File: src/rtl/uart_bridge_pkg.sv
// rtl/uart_bridge_pkg.sv - shared types and constants for the UART register bridge
// State encoding, default response bytes and command-byte field helpers.
package uart_bridge_pkg;

    typedef enum logic [3:0] {
        IDLE,
        CMD_POP,
        CMD_LAT,
        DAT_WAIT,
        DAT_POP,
        DAT_LAT,
        REG_WR,
        REG_RD,
        RD_LAT,
        RESP
    } state_e;

    localparam logic [7:0] DEF_ACK_BYTE = 8'h06;
    localparam logic [7:0] DEF_NAK_BYTE = 8'h15;
    localparam int         WR_BIT       = 7;

    // Any set bit between the address field and the write flag makes the command malformed.
    function automatic logic cmd_malformed(input logic [7:0] cmd, input int addr_w);
        logic [6:0] hi;
        hi = cmd[6:0] >> addr_w;
        return hi != 7'd0;
    endfunction

endpackage

File: src/rtl/uart_bridge_timeout.sv
// rtl/uart_bridge_timeout.sv - loadable down-counter with terminal-count flag
// Held at TIMEOUT_CYC-1 while load_i is high; tc_o flags the last allowed cycle while enabled.
module uart_bridge_timeout #(
    parameter int unsigned TIMEOUT_CYC = 100000
) (
    input  logic clk_i,
    input  logic rst_n_i,
    input  logic load_i,
    input  logic en_i,
    output logic tc_o
);

    localparam int CNT_W = $clog2(TIMEOUT_CYC + 1);
    localparam logic [CNT_W-1:0] LOAD_VAL = CNT_W'(TIMEOUT_CYC - 1);

    logic [CNT_W-1:0] cnt_q;
    logic [CNT_W-1:0] cnt_d;

    always_comb begin
        cnt_d = cnt_q;
        if (load_i) begin
            cnt_d = LOAD_VAL;
        end else if (en_i && (cnt_q != '0)) begin
            cnt_d = cnt_q - 1'b1;
        end
    end

    always_ff @(posedge clk_i or negedge rst_n_i) begin
        if (!rst_n_i) begin
            cnt_q <= '0;
        end else begin
            cnt_q <= cnt_d;
        end
    end

    assign tc_o = en_i && (cnt_q == '0);

endmodule

File: src/rtl/uart_reg_bridge.sv
// rtl/uart_reg_bridge.sv - UART byte stream to register bus command engine
// Optional data-byte timeout is enabled with macro UART_BRIDGE_TIMEOUT_EN.
module uart_reg_bridge
    import uart_bridge_pkg::*;
#(
    parameter int          ADDR_W      = 4,
    parameter int          TIMEOUT_CYC = 100000,
    parameter logic [7:0]  ACK_BYTE    = DEF_ACK_BYTE,
    parameter logic [7:0]  NAK_BYTE    = DEF_NAK_BYTE
) (
    input  logic              clk,
    input  logic              rst_n,
    input  logic [7:0]        rx_data,
    input  logic              rx_empty,
    output logic              rx_rd_en,
    output logic [7:0]        tx_data,
    input  logic              tx_full,
    output logic              tx_wr_en,
    output logic [ADDR_W-1:0] reg_addr,
    output logic [7:0]        reg_wdata,
    output logic              reg_wr,
    output logic              reg_rd,
    input  logic [7:0]        reg_rdata,
    output logic              busy
);

    state_e            state_q, state_d;
    logic [7:0]        cmd_q, cmd_d;
    logic [7:0]        resp_q, resp_d;
    logic [ADDR_W-1:0] addr_q, addr_d;
    logic [7:0]        wdata_q, wdata_d;
    logic              armed_q;
    logic              rx_pop;
    logic              timeout_hit;

`ifdef UART_BRIDGE_TIMEOUT_EN
    uart_bridge_timeout #(
        .TIMEOUT_CYC (TIMEOUT_CYC)
    ) u_timeout (
        .clk_i   (clk),
        .rst_n_i (rst_n),
        .load_i  (state_q != DAT_WAIT),
        .en_i    (state_q == DAT_WAIT),
        .tc_o    (timeout_hit)
    );
`else
    assign timeout_hit = 1'b0;
`endif

    always_comb begin
        state_d = state_q;
        cmd_d   = cmd_q;
        resp_d  = resp_q;
        addr_d  = addr_q;
        wdata_d = wdata_q;
        rx_pop  = 1'b0;
        unique case (state_q)
            IDLE: begin
                if (!rx_empty && armed_q) begin
                    rx_pop  = 1'b1;
                    state_d = CMD_POP;
                end
            end
            CMD_POP: begin
                cmd_d   = rx_data;
                state_d = CMD_LAT;
            end
            CMD_LAT: begin
                if (cmd_malformed(cmd_q, ADDR_W)) begin
                    resp_d  = NAK_BYTE;
                    state_d = RESP;
                end else begin
                    addr_d  = cmd_q[ADDR_W-1:0];
                    state_d = cmd_q[WR_BIT] ? DAT_WAIT : REG_RD;
                end
            end
            DAT_WAIT: begin
                // An arriving byte beats a timeout landing in the same cycle.
                if (!rx_empty) begin
                    rx_pop  = 1'b1;
                    state_d = DAT_POP;
                end else if (timeout_hit) begin
                    resp_d  = NAK_BYTE;
                    state_d = RESP;
                end
            end
            DAT_POP: begin
                wdata_d = rx_data;
                state_d = DAT_LAT;
            end
            DAT_LAT:  state_d = REG_WR;
            REG_WR: begin
                resp_d  = ACK_BYTE;
                state_d = RESP;
            end
            REG_RD:   state_d = RD_LAT;
            RD_LAT: begin
                resp_d  = reg_rdata;
                state_d = RESP;
            end
            RESP: begin
                if (!tx_full) begin
                    state_d = IDLE;
                end
            end
            default:  state_d = IDLE;
        endcase
    end

    // armed_q keeps the combinational pop strobe low while reset is held.
    always_ff @(posedge clk or negedge rst_n) begin
        if (!rst_n) begin
            state_q <= IDLE;
            cmd_q   <= '0;
            resp_q  <= '0;
            addr_q  <= '0;
            wdata_q <= '0;
            armed_q <= 1'b0;
        end else begin
            state_q <= state_d;
            cmd_q   <= cmd_d;
            resp_q  <= resp_d;
            addr_q  <= addr_d;
            wdata_q <= wdata_d;
            armed_q <= 1'b1;
        end
    end

    assign rx_rd_en  = rx_pop;
    assign tx_wr_en  = (state_q == RESP) && !tx_full;
    assign tx_data   = resp_q;
    assign reg_addr  = addr_q;
    assign reg_wdata = wdata_q;
    assign reg_wr    = (state_q == REG_WR);
    assign reg_rd    = (state_q == REG_RD);
    assign busy      = (state_q != IDLE);

endmodule
File: config.mk
export PLATFORM = sky130hd
export DESIGN_NAME = uart_reg_bridge
export DESIGN_NICKNAME = d
export VERILOG_FILES = /design/src/rtl/uart_bridge_pkg.sv /design/src/rtl/uart_bridge_timeout.sv /design/src/rtl/uart_reg_bridge.sv
export SDC_FILE = /design/constraint.sdc
export NUM_CORES = 1
export LEC_CHECK = 0
export CAP_MARGIN = 0
export CORE_ASPECT_RATIO = 0.6
export CORE_UTILIZATION = 40
export CTS_CLUSTER_SIZE = 40
export DETAILED_ROUTE_END_ITERATION = 8
export DONT_BUFFER_PORTS = 1
export GPL_ROUTABILITY_DRIVEN = 0
export PLACE_DENSITY = 0.62
export SETUP_SLACK_MARGIN = 0.02
export SLEW_MARGIN = 30
export SYNTH_ARGS = -nofsm -noshare
export SYNTH_HDL_FRONTEND = slang
export SYNTH_SLANG_ARGS = --single-unit
File: constraint.sdc
create_clock -name clk -period 4.18 [get_ports clk]
set_input_delay 0.418 -clock clk [delete_from_list [all_inputs] [get_ports clk]]
set_output_delay 0.418 -clock clk [all_outputs]
set_load 0.1 [all_outputs]
==> impl_results.md, run 1 <==
- Outcome: finished, final reports clean
- DRT antenna net count: 0
- Net count after synthesis: 150
- Register area: 825.8 sq um
- Synth async-reset ratio: 100.0%
- Vias per Instance: 5.780
- Port Buffers: 0
- Register bit total from synthesis: 33
- DRC errors left: 0
- Crit path cell chain: nor2_1 > nand2_1 > a2111oi_4 > buf_16
- Startpoint Class: flop
- Min-delay src: rx_data[6]
- Crit Path Class: flop to primary output
- Worst setup margin: approximately 1.7 ns
- CTS Buf Count: 5
- Clk Tree Root Cell: clkbuf_8
- Initial antenna violation count: 0
- Detailed-route wire length: 3.236 mm
- Die area: 0.004150 sq mm
- Clock latency on the worst-skew pair: 0.28 ns
- Vias in the first global route: between 1,000 and 1,500
- Avg Cell Area, Syn: 11.96 sq um
- Actual slew at the worst max-slew pin: 0.9344 ns
- Post-synthesis sequential area ratio: 53.10%
- Mux contribution to synthesized area: 14.48%
- YS warnings: 0
- Core box area: 0.003701 sq mm
- Adder-cell share of the synthesized area: 0%
- FP Rows: 17
- Post-synthesis xor/xnor area fraction: 0%
- Cell family with most CP delay: flip-flops
- Global-route usage over all layers: 17.34%
- Max cap viols: 0
- R2R setup slack: 2.18 ns
- Max Freq: 0.4100 GHz
- RSZ-0062 raised after global routing: no
- Crit-path max cell delay: 0.60 ns
- Post-DP HPWL: 2.391 mm
- Total I/O pin count: between 40 and 50
- First-pass GRT wire length: 5.216 mm
- Yosys cell types: 40
- Number of diodes: 0
- Resized cells post-CTS: 0
- Clock slew at reported path FFs: 0.07 ns
- Commonest cells post-synth: dfrtp_1 (33), mux2_1 (15), nand2_1 (8), o21ai_0 (8), nor2_1 (7)
- Fin crit period: about 2.4 ns
- Final Hold Fails: 0
- CP max-delay cell: dfrtp_1
- Worst hold path endpoint: cmd_q[6]
- Crit Path Max Fanout: 17
- Worst Path Arrival: 2.02 ns
- Multi-input logic area: between 700 and 800 sq um
- CTS max path bufs: 2
- Nets: approximately 150
- Hold slack: 0.2705 ns
- Area contributors post-synth: dfrtp_1 (53%), mux2_1 (11%), mux2_2 (3.6%)
- Worst hold path depth: 1
- Worst Path Required: 3.76 ns
- # setup viols final: 0
- Synth Area in Simple Gates: between 15 and 20%
- Slew headroom: between 30% and 40%
- Share of layout cells above drive strength 1: between 10% and 20%
- Post-CTS Setup Bufs: 0
- Post-synthesis instance total: 130
- Starting Density: about 42%
- Most frequent cell after synthesis: dfrtp_1
- Area grow syn2layout: 14.96%
- R2R depth: 4
- Die H: 50.30 microns
- Die Width: 82.50 microns
- Final period utilization: 58.35%
- Compound-Gate Fraction of Synth Area: between 10 and 15%
- Global route total overflow: 0
- Sink Count: 33
- DRT Pass-1 Iters: 4
- Main combinational cell family by area after synthesis: simple AND/OR/NAND/NOR gates
- FF-to-FF End: tx_data[1]
- Largest net degree at the start of global routing: 34
- CP endpoint kind: primary output
- Tightest Hold Check Type: primary input to flop
- DP Worst Slack: 2.039 ns
- Max Clock Skew: 0.002349 ns
- Fill count: 336
- Final TNS setup: 0 ns
- H-tree depth: 2
- Post-synth top area share: 53.10%
- Count of pins over their slew limit: 0
- Reg-to-Reg Start: state_q[0]
- Initial detailed-routing violation count: 27
- Routed WL per cell: 17.78 microns
- Top_reg_cell synth: dfrtp_1
- CTS Hold Bufs: 2
- Synthesized area: 0.001555 sq mm
- Routed vias: 1,052
- Post-synth EDFFs: 0
- Bufs and invs on worst path: 1
- CTS tree: done
- Area leader, netlist: dfrtp_1
[per-layer routing]
metal | part of all wire (%) | global-route usage [%] | vias to the layer above
met4 | 1.1 | 8.908 | 0
met1 | 46 | 23.44 | 535
met5 | 0 | 0 | -
li1 | - | - | 479
met2 | 46 | 24.66 | 33
met3 | 7.4 | 5.636 | 5
[cells by family after synthesis]
kind of cell / after synthesis
compound gates: 27
buf+inv: 11
flops: 33
other cells: 1
mux: 20
simple gates: 38
[through the flow]
stage	util, %	cell area [sq um]	std cells
2_1_floorplan	-	1562	130
4_1_cts	48.31	1788	182
6_report	48.31	1788	182
3_5_place_dp	44.76	1657	172
3_3_place_gp	44.62	1652	172
5_1_grt	48.31	1788	182
[layout by cell type, fill, tap and decap left out, types with 2 or more instances in the layout]
| master | Yosys | layout |
|---|---|---|
| dfrtp_1 | 33 | 33 |
| a22oi_1 | 4 | 4 |
| nand2_1 | 8 | 8 |
| nor2_1 | 7 | 6 |
| nand2b_1 | 3 | 3 |
| a21o_1 | 2 | 2 |
| clkbuf_8 | 0 | 7 |
| nand3b_1 | 4 | 4 |
| o21ai_0 | 8 | 8 |
| mux2_2 | 5 | 5 |
| nor2b_1 | 2 | 2 |
| and3_1 | 2 | 2 |
| a21oi_1 | 3 | 3 |
| mux2_1 | 15 | 15 |
| inv_1 | 3 | 3 |
[worst max path at each step]
| stage | startpoint | to | slack, ns | cells past startpoint |
|---|---|---|---|---|
| after global placement | state_q[2] | reg_rd | 2.00 | 2 |
| after CTS | state_q[0] | rx_rd_en | 1.72 | 4 |
| after floorplan | state_q[1] | tx_wr_en | 0.81 | 3 |
| after global routing | state_q[0] | rx_rd_en | 1.62 | 4 |
| final | state_q[0] | rx_rd_en | 1.74 | 4 |
| after detailed placement | state_q[0] | rx_rd_en | 2.04 | 4 |
[cell type report]
| class | count | area share [%] |
|---|---|---|
| clock buffers | 7 | 5.388 |
| clock inverters | 1 | 0.2799 |
| inverters | 4 | 0.8398 |
| multi-input cells | 86 | 39.40 |
| flip-flops and latches | 33 | 46.19 |
| well taps | 47 | 3.289 |
| repair buffers | 4 | 4.619 |
[state kept, by name, summed over array words and instances (netlist names)]
register   count
state_q        4
tx_data        8
reg_wdata      8
cmd_q          8
armed_q        1
reg_addr       4
[worst register-to-register path, delay by kind of cell, from the launching register on]
kind / cells / cell delay [ns]
DFF: 1 / 0.73
AOI/OAI and AO/OA: 2 / 0.49
buffers and inverters: 1 / 0.42
and+or+nand+nor: 1 / 0.26
Power of run 1 is not shown: default switching activity piles up to over one toggle a cycle in this logic, so the estimate is an artifact.
==> run 2, diff against run 1 <==
==> constraint.sdc (replaced) <==
create_clock -name clk -period 2.5 [get_ports clk]
set_input_delay 0.25 -clock clk [delete_from_list [all_inputs] [get_ports clk]]
set_output_delay 0.25 -clock clk [all_outputs]
set_load 0.1 [all_outputs]
==> run 2 against run 1 <==
Register-to-register slack got worse by 1.6 ns; setup slack got worse by 1.5 ns; via count about the same; final area increased by 2.2%; hold slack got worse by 0.17 ns; global-route usage increased by 0.70 points; clock-buffer cell count decreased by 2; routed wire length decreased by 2.1%; critical path depth unchanged; largest cell class unchanged; sequential share of layout area decreased by 0.98 points; first-iteration DRC count increased to 3.4 times the previous value; flip-flop and latch count unchanged.
==> impl_results.md, run 2 (synthesized netlist as in run 1, its figures left out) <==
- Detailed-route wire length: 3.168 mm (-2.1%)
- # setup viols final: 0 (unchanged)
- Vias per Instance: 5.601 (-3.1%)
- Final period utilization: 90.33%
- CTS Buf Count: 5 (unchanged)
- RSZ-0062 raised after global routing: no
- Die Width: 82.50 microns (unchanged)
- Count of pins over their slew limit: 0 (unchanged)
- Most frequent cells in the layout: dfrtp_1 (33), mux2_1 (15), nand2_1 (8), o21ai_0 (8), buf_4 (8)
- Initial detailed-routing violation count: 92 (+240%)
- Leading cell type in the layout, fill and taps excluded: dfrtp_1
- CTS max path bufs: 2 (unchanged)
- Share of layout cells above drive strength 1: 21.28% (+3.5 points)
- Starting Density: 42.02% (unchanged)
- Crit Path Max Fanout: 17 (unchanged)
- Number of diodes: 0 (unchanged)
- Nets: 161 (+4.5%)
- Startpoint Class: flop
- Global route total overflow: 0 (unchanged)
- Core box area: 0.003701 sq mm (unchanged)
- Resized cells post-CTS: 0 (unchanged)
- Clock slew at reported path FFs: 0.07 ns (about the same)
- FP Rows: 17 (unchanged)
- Clock latency on the worst-skew pair: 0.28 ns (about the same)
- Sink Count: 33 (unchanged)
- Slew headroom: 38.04% (+0.33 points)
- Tightest Hold Check Type: primary input to flop
- Routed WL per cell: 16.85 microns (-5.2%)
- Hold slack: 0.09628 ns (-0.1743 ns)
- Actual slew at the worst max-slew pin: 0.9294 ns (-0.004987 ns)
- Worst hold path depth: 1 (unchanged)
- Die H: 50.30 microns (unchanged)
- Max Clock Skew: 0.003002 ns (+0.0006531 ns)
- Routed vias: 1,053 (+0.095%)
- Crit Path Class: flop to primary output
- H-tree depth: 2 (unchanged)
- Max Freq: 0.4428 GHz
- Global-route usage over all layers: 18.04% (+0.70 points)
- Vias in the first global route: 1,004 (-6.0%)
- CP endpoint kind: primary output
- DRT Pass-1 Iters: 4 (unchanged)
- Largest net degree at the start of global routing: 34 (unchanged)
- Area grow syn2layout: 17.46%
- Clk Tree Root Cell: clkbuf_8
- CTS tree: done
- Total I/O pin count: 45 (unchanged)
- DRT antenna net count: 0 (unchanged)
- Worst Path Required: 2.25 ns (-1.51 ns)
- Die area: 0.004150 sq mm (unchanged)
- Port Buffers: 0 (unchanged)
- Outcome: finished, final reports clean
- Fin crit period: between 2 and 2.5 ns
- First-pass GRT wire length: 5.209 mm (-0.13%)
- Final Hold Fails: 0 (unchanged)
- Post-DP HPWL: 2.212 mm (-7.5%)
- Worst Path Arrival: 2.01 ns (about the same)
- Initial antenna violation count: 0 (unchanged)
- R2R depth: 3 (-1)
- Max cap viols: 0 (unchanged)
- DRC errors left: 0 (unchanged)
## run 2: changes by cell type in the layout (fill, tap and decap cells not counted)
cell | previous run | this run
nor3_2 | 1 | 0
nor2_4 | 1 | 0
buf_4 | 0 | 8
clkbuf_16 | 1 | 0
bufinv_16 | 0 | 1
nor3_4 | 1 | 2
nor2_2 | 0 | 1
clkbuf_8 | 7 | 5
## run 2: per-stage QoR
stage               util, %  setup WS (ns)  TNS [ns]  instances  instance area, sq um
floorplan                 -        -0.5489   -0.5489        130                  1567
global placement      45.74         0.6155         0        179                  1693
detailed placement    45.74         0.5474         0        179                  1693
finish                49.36         0.2418         0        188                  1827
CTS                   49.36         0.2440         0        188                  1827
global route          49.36        0.07475         0        188                  1827
## run 2: path summary, 6_finish.rpt
kind                            start            to  slack, ns
min                        rx_data[7]      cmd_q[7]        0.1
min reg2reg                  cmd_q[3]   reg_addr[3]       0.48
max                        state_q[0]      rx_rd_en       0.24
max in group asynchronous       rst_n    tx_data[3]       1.87
max reg2reg                state_q[2]  reg_wdata[0]       0.55
min in group asynchronous       rst_n    tx_data[2]       0.46
## run 2: layer usage
layer	global-route usage (%)	vias up	share of wire [%]
met4	5.172	0	0.22
met3	8.909	2	6.9
met5	0	-	0
li1	-	492	-
met1	25.65	533	48
met2	23.97	26	45
## run 2: area by class of cell
class / count / area, sq um
Clock buffer: 5 / 68.82
Clock inverter: 2 / 35.03
Fill cell: 350 / 1874
Inverter: 4 / 15.01
Multi-Input combinational cell: 86 / 705.7
Sequential cell: 33 / 825.8
Tap cell: 47 / 58.81
Timing Repair Buffer: 11 / 117.6
## run 2: critical path: stages, from the launching register on
cell and delay [ns]:
dfrtp_1 0.61, nor2_1 0.30, nand2_1 0.13, a2111oi_4 0.46
buf_16 0.22
## run 2: repair_timing
action | 4_1_cts | 5_1_grt
hold buffers | 2 | 0
buffers inserted | 0 | 0
hold endpoints to repair | 33 | 0
Power of run 2 is left out for the same reason.
==> patch, RTL diff (flow settings as in run 2) <==
`ADDR_W`: 4 -> 3.
--- a/src/rtl/uart_reg_bridge.sv
+++ b/src/rtl/uart_reg_bridge.sv
@@ -3,7 +3,7 @@
 module uart_reg_bridge
     import uart_bridge_pkg::*;
 #(
-    parameter int          ADDR_W      = 4,
+    parameter int          ADDR_W      = 3,
     parameter int          TIMEOUT_CYC = 100000,
     parameter logic [7:0]  ACK_BYTE    = DEF_ACK_BYTE,
     parameter logic [7:0]  NAK_BYTE    = DEF_NAK_BYTE
Interface: changed (resized reg_addr); port bits go from 45 to 44. The function was not compared with the original's and may differ.
==> patch against run 2 <==
Synthesized cell count decreased by 5.4%; sequential cell count decreased by 1; area after synthesis decreased by 1.4%; global-route usage decreased by 0.95 points; routed wire length decreased by 4.2%; cell area increased by 0.62%; critical endpoint unchanged; critical path type unchanged; worst setup slack improved by 60 ps; highest routed layer unchanged.
Power is left out: the tool's default activity adds up to more than one toggle a clock period on the data nets, which glitch-free logic cannot reach.
==> patch: results (changes against run 2) <==
Status
  • Status: finished, final reports clean (unchanged)

Placed design
  • Hpwl dp: 2120 um (was 2210 um)

Routing
  • DR iter-0 viols: 100 (was 92)
  • Met2 WL: 1280 um (was 1430 um)
  • Post-Route WL: 3030 um (was 3170 um)
  • Via-per-instance ratio: 5.45 (was 5.60)
  • Wl on met1: 1490 um (was 1510 um)
  • Met3 wire len: 223 um (was 218 um)

Global route
  • First-pass GRT wire length: 5110 um (was 5210 um)
  • GR Util met2: 0.231 (was 0.240)
  • GRT Total Usage: 0.171 (was 0.180)
  • Met3 Use GR: 0.0667 (was 0.0891)
  • Vias in the first global route: 1,041 (was 1,004)

Layout
  • Clock buffer count: 7 (was 5)
  • Non-clk bufs: 16 (was 11)
  • Non-clk invs: 1 (was 4)
  • Filler cells: 315 (was 350)
  • FFs & Latches: 32 (was 33)
  • Multi-input gate count: 81 (was 86)
  • Layout cell share with drive strength beyond 1: 0.399 (was 0.213)
  • Signal buf overhead: 0.0735 (was 0.0644)
  • Multi-input combinational area share: 0.389 (was 0.386)
  • Clk cell area share: 0.0688 (was 0.0568)
  • Sequential Area: 801 um^2 (was 826 um^2)
  • Nets: 157 (was 161)

Timing
  • Clk_skew: 5.36 ps (was 3.00 ps)
  • Slew @ Worst Pin: 912 ps (was 929 ps)

Synthesis
  • Sequential share of the synthesized area: 0.522 (was 0.531)
  • Compound-cell area share of the yosys netlist: 0.120 (was 0.123)
  • Syn Nets: 143 (was 150)
  • Distinct cell type count after synthesis: 35 (was 40)
  • Top cells by count, synth: dfrtp_1, mux2_2, a21oi_1, nand2_1 (was dfrtp_1, mux2_1, nand2_1, o21ai_0, nor2_1)

Critical path
  • Slowest cell delay on critical path: 740 ps (was 610 ps)
  • Crit path max fanout: 19 (was 17)
  • Critical path arrival: 1950 ps (was 2010 ps)

Hold path
  • Hold Path Class: primary input to flop (unchanged)

Clock tree
  • Post-CTS resize count: 0 (unchanged)
==> patch: cell types whose count changed after synthesis, sizes merged, moves of 2 or more <==
cell / delta
a21oi: +5
a32o: +4
o21ai: -4
buf: +3
inv: -3
nand2b: +3
a22oi: -2
and3: -2
nand2: -2
nor2: -2
nor2b: +2
==> patch: repair_timing <==
action	in CTS	in global routing
hold buffers	2	0
endpoints found under the setup margin	0	0
setup buffers	0	0
endpoints found under the hold margin	32	0
==> patch: path summary, 6_finish.rpt <==
kind / slack [ps] / endpoint / startpoint / cells past startpoint
worst max-delay path: 300 / rx_rd_en / state_q[1]$_DFFE_PN0P_ / 3
worst min-delay path: 90 / tx_data[4]$_DFFE_PN0P_ / reg_rdata[4] / 2
worst max register to register: 530 / reg_wdata[5]$_DFFE_PN0P_ / state_q[2]$_DFFE_PN0P_ / 3
worst min register to register: 500 / reg_addr[1]$_DFFE_PN0P_ / cmd_q[1]$_DFFE_PN0P_ / 1
max in group asynchronous: 1890 / cmd_q[6]$_DFFE_PN0P_ / rst_n / 2
min in group asynchronous: 440 / cmd_q[0]$_DFFE_PN0P_ / rst_n / 2
==> patch: through the flow <==
stage	instance area, um^2	utilization	hold WS [ps]	setup WS (ps)	std cells
3_3_place_gp	1680	0.488	-44.7	559	173
5_1_grt	1840	0.534	95.7	155	183
2_1_floorplan	1570	-	-45.6	168	123
4_1_cts	1840	0.534	81.8	300	183
6_report	1840	0.534	89.3	301	183
3_5_place_dp	1680	0.488	-45.1	535	173
==> patch: cells by family (layout without fill, tap and decap cells) <==
| group | Yosys count | after routing |
|---|---|---|
| compound gates | 26 | 26 |
| buf+inv | 10 | 25 |
| flops | 32 | 32 |
| mux | 19 | 19 |
| other cells | 1 | 1 |
| simple gates | 35 | 35 |
